--- config.mk ---
export PLATFORM = sky130hd
export DESIGN_NAME = mem_stage_ctrl
export DESIGN_NICKNAME = d
export VERILOG_FILES = /design/src/rtl/mips_pkg.sv /design/src/rtl/mem_wait_timer.sv /design/src/rtl/mem_stage_ctrl.sv
export SDC_FILE = /design/constraint.sdc
export NUM_CORES = 1
export LEC_CHECK = 0
export CELL_PAD_IN_SITES_DETAIL_PLACEMENT = 0
export CELL_PAD_IN_SITES_GLOBAL_PLACEMENT = 1
export CORE_ASPECT_RATIO = 0.7
export CORE_MARGIN = 4
export CORE_UTILIZATION = 37
export DETAILED_ROUTE_END_ITERATION = 8
export PLACE_DENSITY = 0.82
export SLEW_MARGIN = 10
export SYNTH_ARGS = -nofsm -noshare
export SYNTH_HDL_FRONTEND = slang
export SYNTH_SLANG_ARGS = --single-unit
--- constraint.sdc ---
create_clock -name clk -period 17.1 [get_ports clk]
set_clock_uncertainty 0.1 [all_clocks]
set_input_delay 4.275 -clock clk [delete_from_list [all_inputs] [get_ports clk]]
set_output_delay 4.275 -clock clk [all_outputs]
set_load 0.02 [all_outputs]
--- src/rtl/mips_pkg.sv ---
// Shared types and widths for the MIPS memory-stage logic.
package mips_pkg;
    localparam int DATA_W     = 32;
    localparam int REG_ADDR_W = 5;
    localparam int COUNTER_W  = 8;

    typedef enum logic {S_IDLE, S_WAIT} state_t;
endpackage

--- src/rtl/mem_wait_timer.sv ---
// Saturating wait-state counter; expired once the count reaches the timeout.
module mem_wait_timer
    import mips_pkg::*;
#(
    parameter int unsigned TIMEOUT_CYCLES = 255
) (
    input  logic clk,
    input  logic reset,
    input  logic i_clr,
    input  logic i_inc,
    output logic o_expired
);
    localparam logic [COUNTER_W-1:0] LIMIT = COUNTER_W'(TIMEOUT_CYCLES);

    logic [COUNTER_W-1:0] r_count;

    always_ff @(posedge clk or posedge reset) begin
        if (reset)
            r_count <= '0;
        else if (i_clr)
            r_count <= '0;
        else if (i_inc && r_count != LIMIT)
            r_count <= r_count + 1'b1;
    end

    assign o_expired = (r_count == LIMIT);
endmodule

--- src/rtl/mem_stage_ctrl.sv ---
// Memory-stage controller: data-memory access over req/ack with wait states,
// upstream stall, bus-error timeout, and the M/W pipeline register.
module mem_stage_ctrl
    import mips_pkg::*;
#(
    parameter int unsigned       TIMEOUT_CYCLES = 255,
    parameter logic [DATA_W-1:0] ERR_RDATA      = 32'h0000_0000
) (
    input  logic                  clk,
    input  logic                  reset,
    input  logic [DATA_W-1:0]     ALUOutM,
    input  logic [DATA_W-1:0]     WriteDataM,
    input  logic [REG_ADDR_W-1:0] WriteRegM,
    input  logic                  RegWriteM,
    input  logic                  MemtoRegM,
    input  logic                  MemWriteM,
    output logic                  DMemReq,
    output logic                  DMemWe,
    output logic [DATA_W-1:0]     DMemAddr,
    output logic [DATA_W-1:0]     DMemWData,
    input  logic [DATA_W-1:0]     DMemRData,
    input  logic                  DMemAck,
    output logic                  StallM,
    output logic [DATA_W-1:0]     ALUOutW,
    output logic [DATA_W-1:0]     ReadDataW,
    output logic [REG_ADDR_W-1:0] WriteRegW,
    output logic                  RegWriteW,
    output logic                  MemtoRegW,
    output logic                  BusErrM
);
    state_t r_state, w_next;

    logic [DATA_W-1:0]     r_hold_alu, r_hold_wdata;
    logic [REG_ADDR_W-1:0] r_hold_wreg;
    logic                  r_hold_rw, r_hold_mtr, r_hold_we;

    logic                  w_access, w_capture, w_abort, w_inc, w_clr, w_expired;
    logic [DATA_W-1:0]     w_src_alu, w_rdata;
    logic [REG_ADDR_W-1:0] w_src_wreg;
    logic                  w_src_rw, w_src_mtr;

    mem_wait_timer #(.TIMEOUT_CYCLES(TIMEOUT_CYCLES)) u_timer (
        .clk       (clk),
        .reset     (reset),
        .i_clr     (w_clr),
        .i_inc     (w_inc),
        .o_expired (w_expired)
    );

    always_comb begin
        w_access  = MemWriteM | MemtoRegM;
        w_next    = r_state;
        DMemReq   = 1'b0;
        DMemWe    = MemWriteM;
        DMemAddr  = ALUOutM;
        DMemWData = WriteDataM;
        StallM    = 1'b0;
        w_capture = 1'b0;
        w_abort   = 1'b0;
        w_inc     = 1'b0;
        w_clr     = 1'b0;
        case (r_state)
            S_IDLE: begin
                DMemReq = w_access;
                if (w_access && !DMemAck) begin
                    StallM    = 1'b1;
                    w_capture = 1'b1;
                    w_inc     = 1'b1;
                    w_next    = S_WAIT;
                end
            end
            S_WAIT: begin
                DMemReq   = 1'b1;
                DMemWe    = r_hold_we;
                DMemAddr  = r_hold_alu;
                DMemWData = r_hold_wdata;
                if (DMemAck) begin
                    w_clr  = 1'b1;
                    w_next = S_IDLE;
                end else if (w_expired) begin
                    // abort still presents req this cycle; a late ack is then ignored
                    w_clr   = 1'b1;
                    w_abort = 1'b1;
                    w_next  = S_IDLE;
                end else begin
                    StallM = 1'b1;
                    w_inc  = 1'b1;
                end
            end
            default: w_next = S_IDLE;
        endcase
    end

    always_comb begin
        if (r_state == S_WAIT) begin
            w_src_alu  = r_hold_alu;
            w_src_wreg = r_hold_wreg;
            w_src_rw   = r_hold_rw;
            w_src_mtr  = r_hold_mtr;
        end else begin
            w_src_alu  = ALUOutM;
            w_src_wreg = WriteRegM;
            w_src_rw   = RegWriteM;
            w_src_mtr  = MemtoRegM;
        end
        w_rdata = '0;
        if (w_abort)
            w_rdata = ERR_RDATA;
        else if (w_src_mtr)
            w_rdata = DMemRData;
    end

    always_ff @(posedge clk or posedge reset) begin
        if (reset) begin
            r_state      <= S_IDLE;
            r_hold_alu   <= '0;
            r_hold_wdata <= '0;
            r_hold_wreg  <= '0;
            r_hold_rw    <= 1'b0;
            r_hold_mtr   <= 1'b0;
            r_hold_we    <= 1'b0;
            BusErrM      <= 1'b0;
        end else begin
            r_state <= w_next;
            if (w_capture) begin
                r_hold_alu   <= ALUOutM;
                r_hold_wdata <= WriteDataM;
                r_hold_wreg  <= WriteRegM;
                r_hold_rw    <= RegWriteM;
                r_hold_mtr   <= MemtoRegM;
                r_hold_we    <= MemWriteM;
            end
            if (w_abort)
                BusErrM <= 1'b1;
        end
    end

    // While stalled the W stage sees a bubble: write enables drop, data holds.
    always_ff @(posedge clk or posedge reset) begin
        if (reset) begin
            ALUOutW   <= '0;
            ReadDataW <= '0;
            WriteRegW <= '0;
            RegWriteW <= 1'b0;
            MemtoRegW <= 1'b0;
        end else if (StallM) begin
            RegWriteW <= 1'b0;
            MemtoRegW <= 1'b0;
        end else begin
            ALUOutW   <= w_src_alu;
            ReadDataW <= w_rdata;
            WriteRegW <= w_src_wreg;
            RegWriteW <= w_src_rw;
            MemtoRegW <= w_src_mtr;
        end
    end
endmodule

==> key figures <==
Drt
  • Wire per inst: 17.72 um
  • Detail Route Antenna Nets: 0
  • Via density: 4.858
  • Via count: 4863
  • Wirelength, routed: 17.73 mm
  • 1st-pass router iterations: 4
  • # DRC: 0
  • 1st-iter DRT viols: 250

Worst setup path
  • Cells along the critical path: clkdlybuf4s50_1 -> nor3_1 -> a311o_2 -> inv_2 -> clkdlybuf4s50_1
  • CP Launch Type: input port
  • Flop2flop setup slack: 14180 ps
  • Crit-path max cell delay: 730 ps
  • Slowest CP cell: a311o_2
  • Worst Setup End Kind: primary output
  • Req. time, crit path: 12730 ps
  • CP most frequent cell: clkdlybuf4s50_1
  • Worst EP arrival: 6570 ps
  • CP Buf/Inv Count: 3
  • Crit-path leading delay family: buffers and inverters
  • Setup Crit Path Kind: input port to primary output
  • CP max FO: 33

STA
  • Fmax: 91.33 MHz
  • Setup TNS: 0 ps
  • Final Hold Viols: 0
  • Worst-Margin Slew: 1061 ps
  • Fin crit share: 64.03%
  • Relative slew slack: 29.24%
  • RSZ-0062 raised after global routing: false
  • Finish-stage setup viols: 0
  • Max Slew Vio Count: 0
  • Period minus WS final: 10950 ps

Clocking
  • Post-CTS setup buffer count: 0
  • CTS H-Tree Depth: 4
  • CTS Hold Buffers Added: 0
  • Clock root cell: clkbuf_16
  • Clock Latency Late Sink: 410 ps
  • Cts bufs inserted: 17
  • CTS Buffer Depth: 2
  • CTS clk-pin slew, worst paths: 60 ps
  • Clock sink count: 153
  • CTS tree: built
  • Post-CTS Resized: 0

Placement
  • GPL Wtd Cong: 0.7742
  • Placed cells: 969
  • Port buffer count: 245
  • HPWL after detailed placement: 12.11 mm

Layout
  • Final net count: 865
  • Final std cells w/o fill: 1001
  • Area Growth Syn to Fin: 48.27%
  • Ratio of cells with drive above 1 in the final layout: 22.99%
  • ANT cells: 0
  • Filler Cell Count: 1485

Status
  • Status: completed

Synthesis
  • Unique cell type count in the Yosys netlist: 34
  • Yosys reg bits: 153
  • Post-synth top cells: 153 x dfrtp_1, 136 x mux2_2, 100 x nor2_1, 33 x a22o_1, 18 x buf_2
  • Mapped Cells: 521
  • Number of flops mapped to enable cells by yosys: 0
  • Count leader, synth: dfrtp_1
  • Post-synthesis cell area: 6608 um2
  • Syn_nets: 629
  • Avg Cell Area, Syn: 12.68 um2
  • Yosys top cell area share: 57.94%
  • Ys async rst share: 100.0%
  • Ys Warns: 0
  • Sequential area share after synthesis: 57.94%
  • Area contributors post-synth: dfrtp_1 58%, mux2_2 23%, nor2_1 5.7%, a22o_1 4.4%, buf_2 1.4%
  • Prevailing post-synth register cell: dfrtp_1
  • Cell taking the most area after synthesis: dfrtp_1

Global routing
  • Largest net degree at the start of global routing: 81
  • First-pass GRT wire length: 28.41 mm
  • All-Layer GR Usage: 17.56%
  • Grt ovf: 0
  • Initial antenna violation count: 0
  • Vias in the first global route: 5227

Floorplan
  • Io pins: 246
  • Die H: 119.8 um
  • Core footprint: 17320 um2
  • DIE AREA: 20090 um2
  • Starting Density: 38.16%
  • FP Rows: 40
  • Chip width: 167.7 um

Power
  • Clk network pwr share: 32.1%
  • Switching Fraction: 29.52%
  • Combinational Power Share: 27.1%
  • VDD IR-drop max: 61.30 uV
  • Leak: 4.101 nW
  • Flop pwr share: 40.8%
  • Internal power: 0.7832 mW
  • Net switching power figure: 0.3281 mW
  • Power Density: 113.4 nW/um2

Min path
  • HP Class: flip-flop to flip-flop

Job
  • Max-cap violations: 0
## worst register-to-register path: stages, from the launching register on
cell and delay [ps]:
dfrtp_1 400, ha_1 250, and3_1 250, a311o_2 710, inv_2 140, buf_4 680, o21ai_0 230
## path summary, 6_finish.rpt
check / startpoint / endpoint / depth (start not counted)
setup / recovery: MemtoRegM / StallM / 5
hold / removal: WriteRegW[3]$_DFFE_PP0N_ / WriteRegW[3]$_DFFE_PP0N_ / 2
setup reg to reg: u_timer.r_count[0]$_DFFE_PP0P_ / WriteRegW[1]$_DFFE_PP0N_ / 6
hold reg to reg: WriteRegW[3]$_DFFE_PP0N_ / WriteRegW[3]$_DFFE_PP0N_ / 2
max in group asynchronous: reset / r_state$_DFF_PP0_ / 3
min in group asynchronous: reset / r_hold_alu[31]$_DFFE_PP0P_ / 2
## per-stage QoR
| stage | power, mW | hold slack [ps] | setup slack [ps] | utilization, % | instance area [um2] |
|---|---|---|---|---|---|
| CTS | 1.124 | 393.5 | 6123 | 56.55 | 9792 |
| detailed placement | 0.7617 | 373.8 | 6121 | 53.29 | 9229 |
| floorplan | 0.6150 | 339.3 | 7676 | - | 6608 |
| global placement | 0.7530 | 363.9 | 6203 | 53.29 | 9229 |
| global route | 1.167 | 410.6 | 6032 | 56.58 | 9797 |
| finish | 1.111 | 385.1 | 6151 | 56.58 | 9797 |
## power groups by stage
stage	Clock (mW)	Combinational (mW)	Sequential, mW
3_5_place_dp	0	0.304	0.458
4_1_cts	0.366	0.305	0.453
2_1_floorplan	0	0.137	0.478
6_report	0.357	0.301	0.453
3_3_place_gp	0	0.298	0.455
5_1_grt	0.384	0.323	0.460
## metal layers
layer / GRT usage, % / vias to the layer above / share of wire [%]
li1: - / 2292 / -
met1: 22.52 / 2362 / 44
met2: 27.09 / 187 / 44
met3: 8.199 / 22 / 9.9
met4: 4.460 / 0 / 1.6
met5: 0 / - / 0
## cells in the final DEF, fill, tap and decap left out, types with 3 or more instances in the layout
cell type / instances
clkinvlp_4: 6
nor2_1: 100
buf_4: 4
mux2_2: 136
clkdlybuf4s50_1: 245
or3_1: 3
nand3_1: 5
dfrtp_1: 152
clkbuf_16: 17
mux2i_1: 7
a22o_1: 33
nand2_1: 14
o21ai_0: 11
inv_6: 3
## sequential cells by signal (all words and copies together), names as in the netlist, 5 cells and up
name and flops:
u_timer.r_count 8, ReadDataW 32, r_hold_wdata 32, ALUOutW 32, r_hold_wreg 5, WriteRegW 5, r_hold_alu 32
## layout make-up
type                       count  area, um2  area share (%)
sequential                   153       3832           39.12
multi-input combinational    332       2610           26.64
timing repair buffer         249       2482           25.34
clock buffer                  19      442.9           4.521
tap                          231      289.0           2.950
clock inverter                13      120.1           1.226
inverter                       4      20.02          0.2043
## cell families (layout without fill, tap and decap cells)
kind of cell / count (synthesis) / in the layout / synth area share (%)
multiplexers: 143 / 143 / 24.24
AND/OR/NAND/NOR: 132 / 132 / 8.199
AO/OA/AOI/OAI: 56 / 56 / 6.590
buffers and inverters: 36 / 285 / 2.840
adder cells (fa/ha/maj): 1 / 1 / 0.1893
flip-flops: 153 / 153 / 57.94
Power figures use the tool's default switching activity.
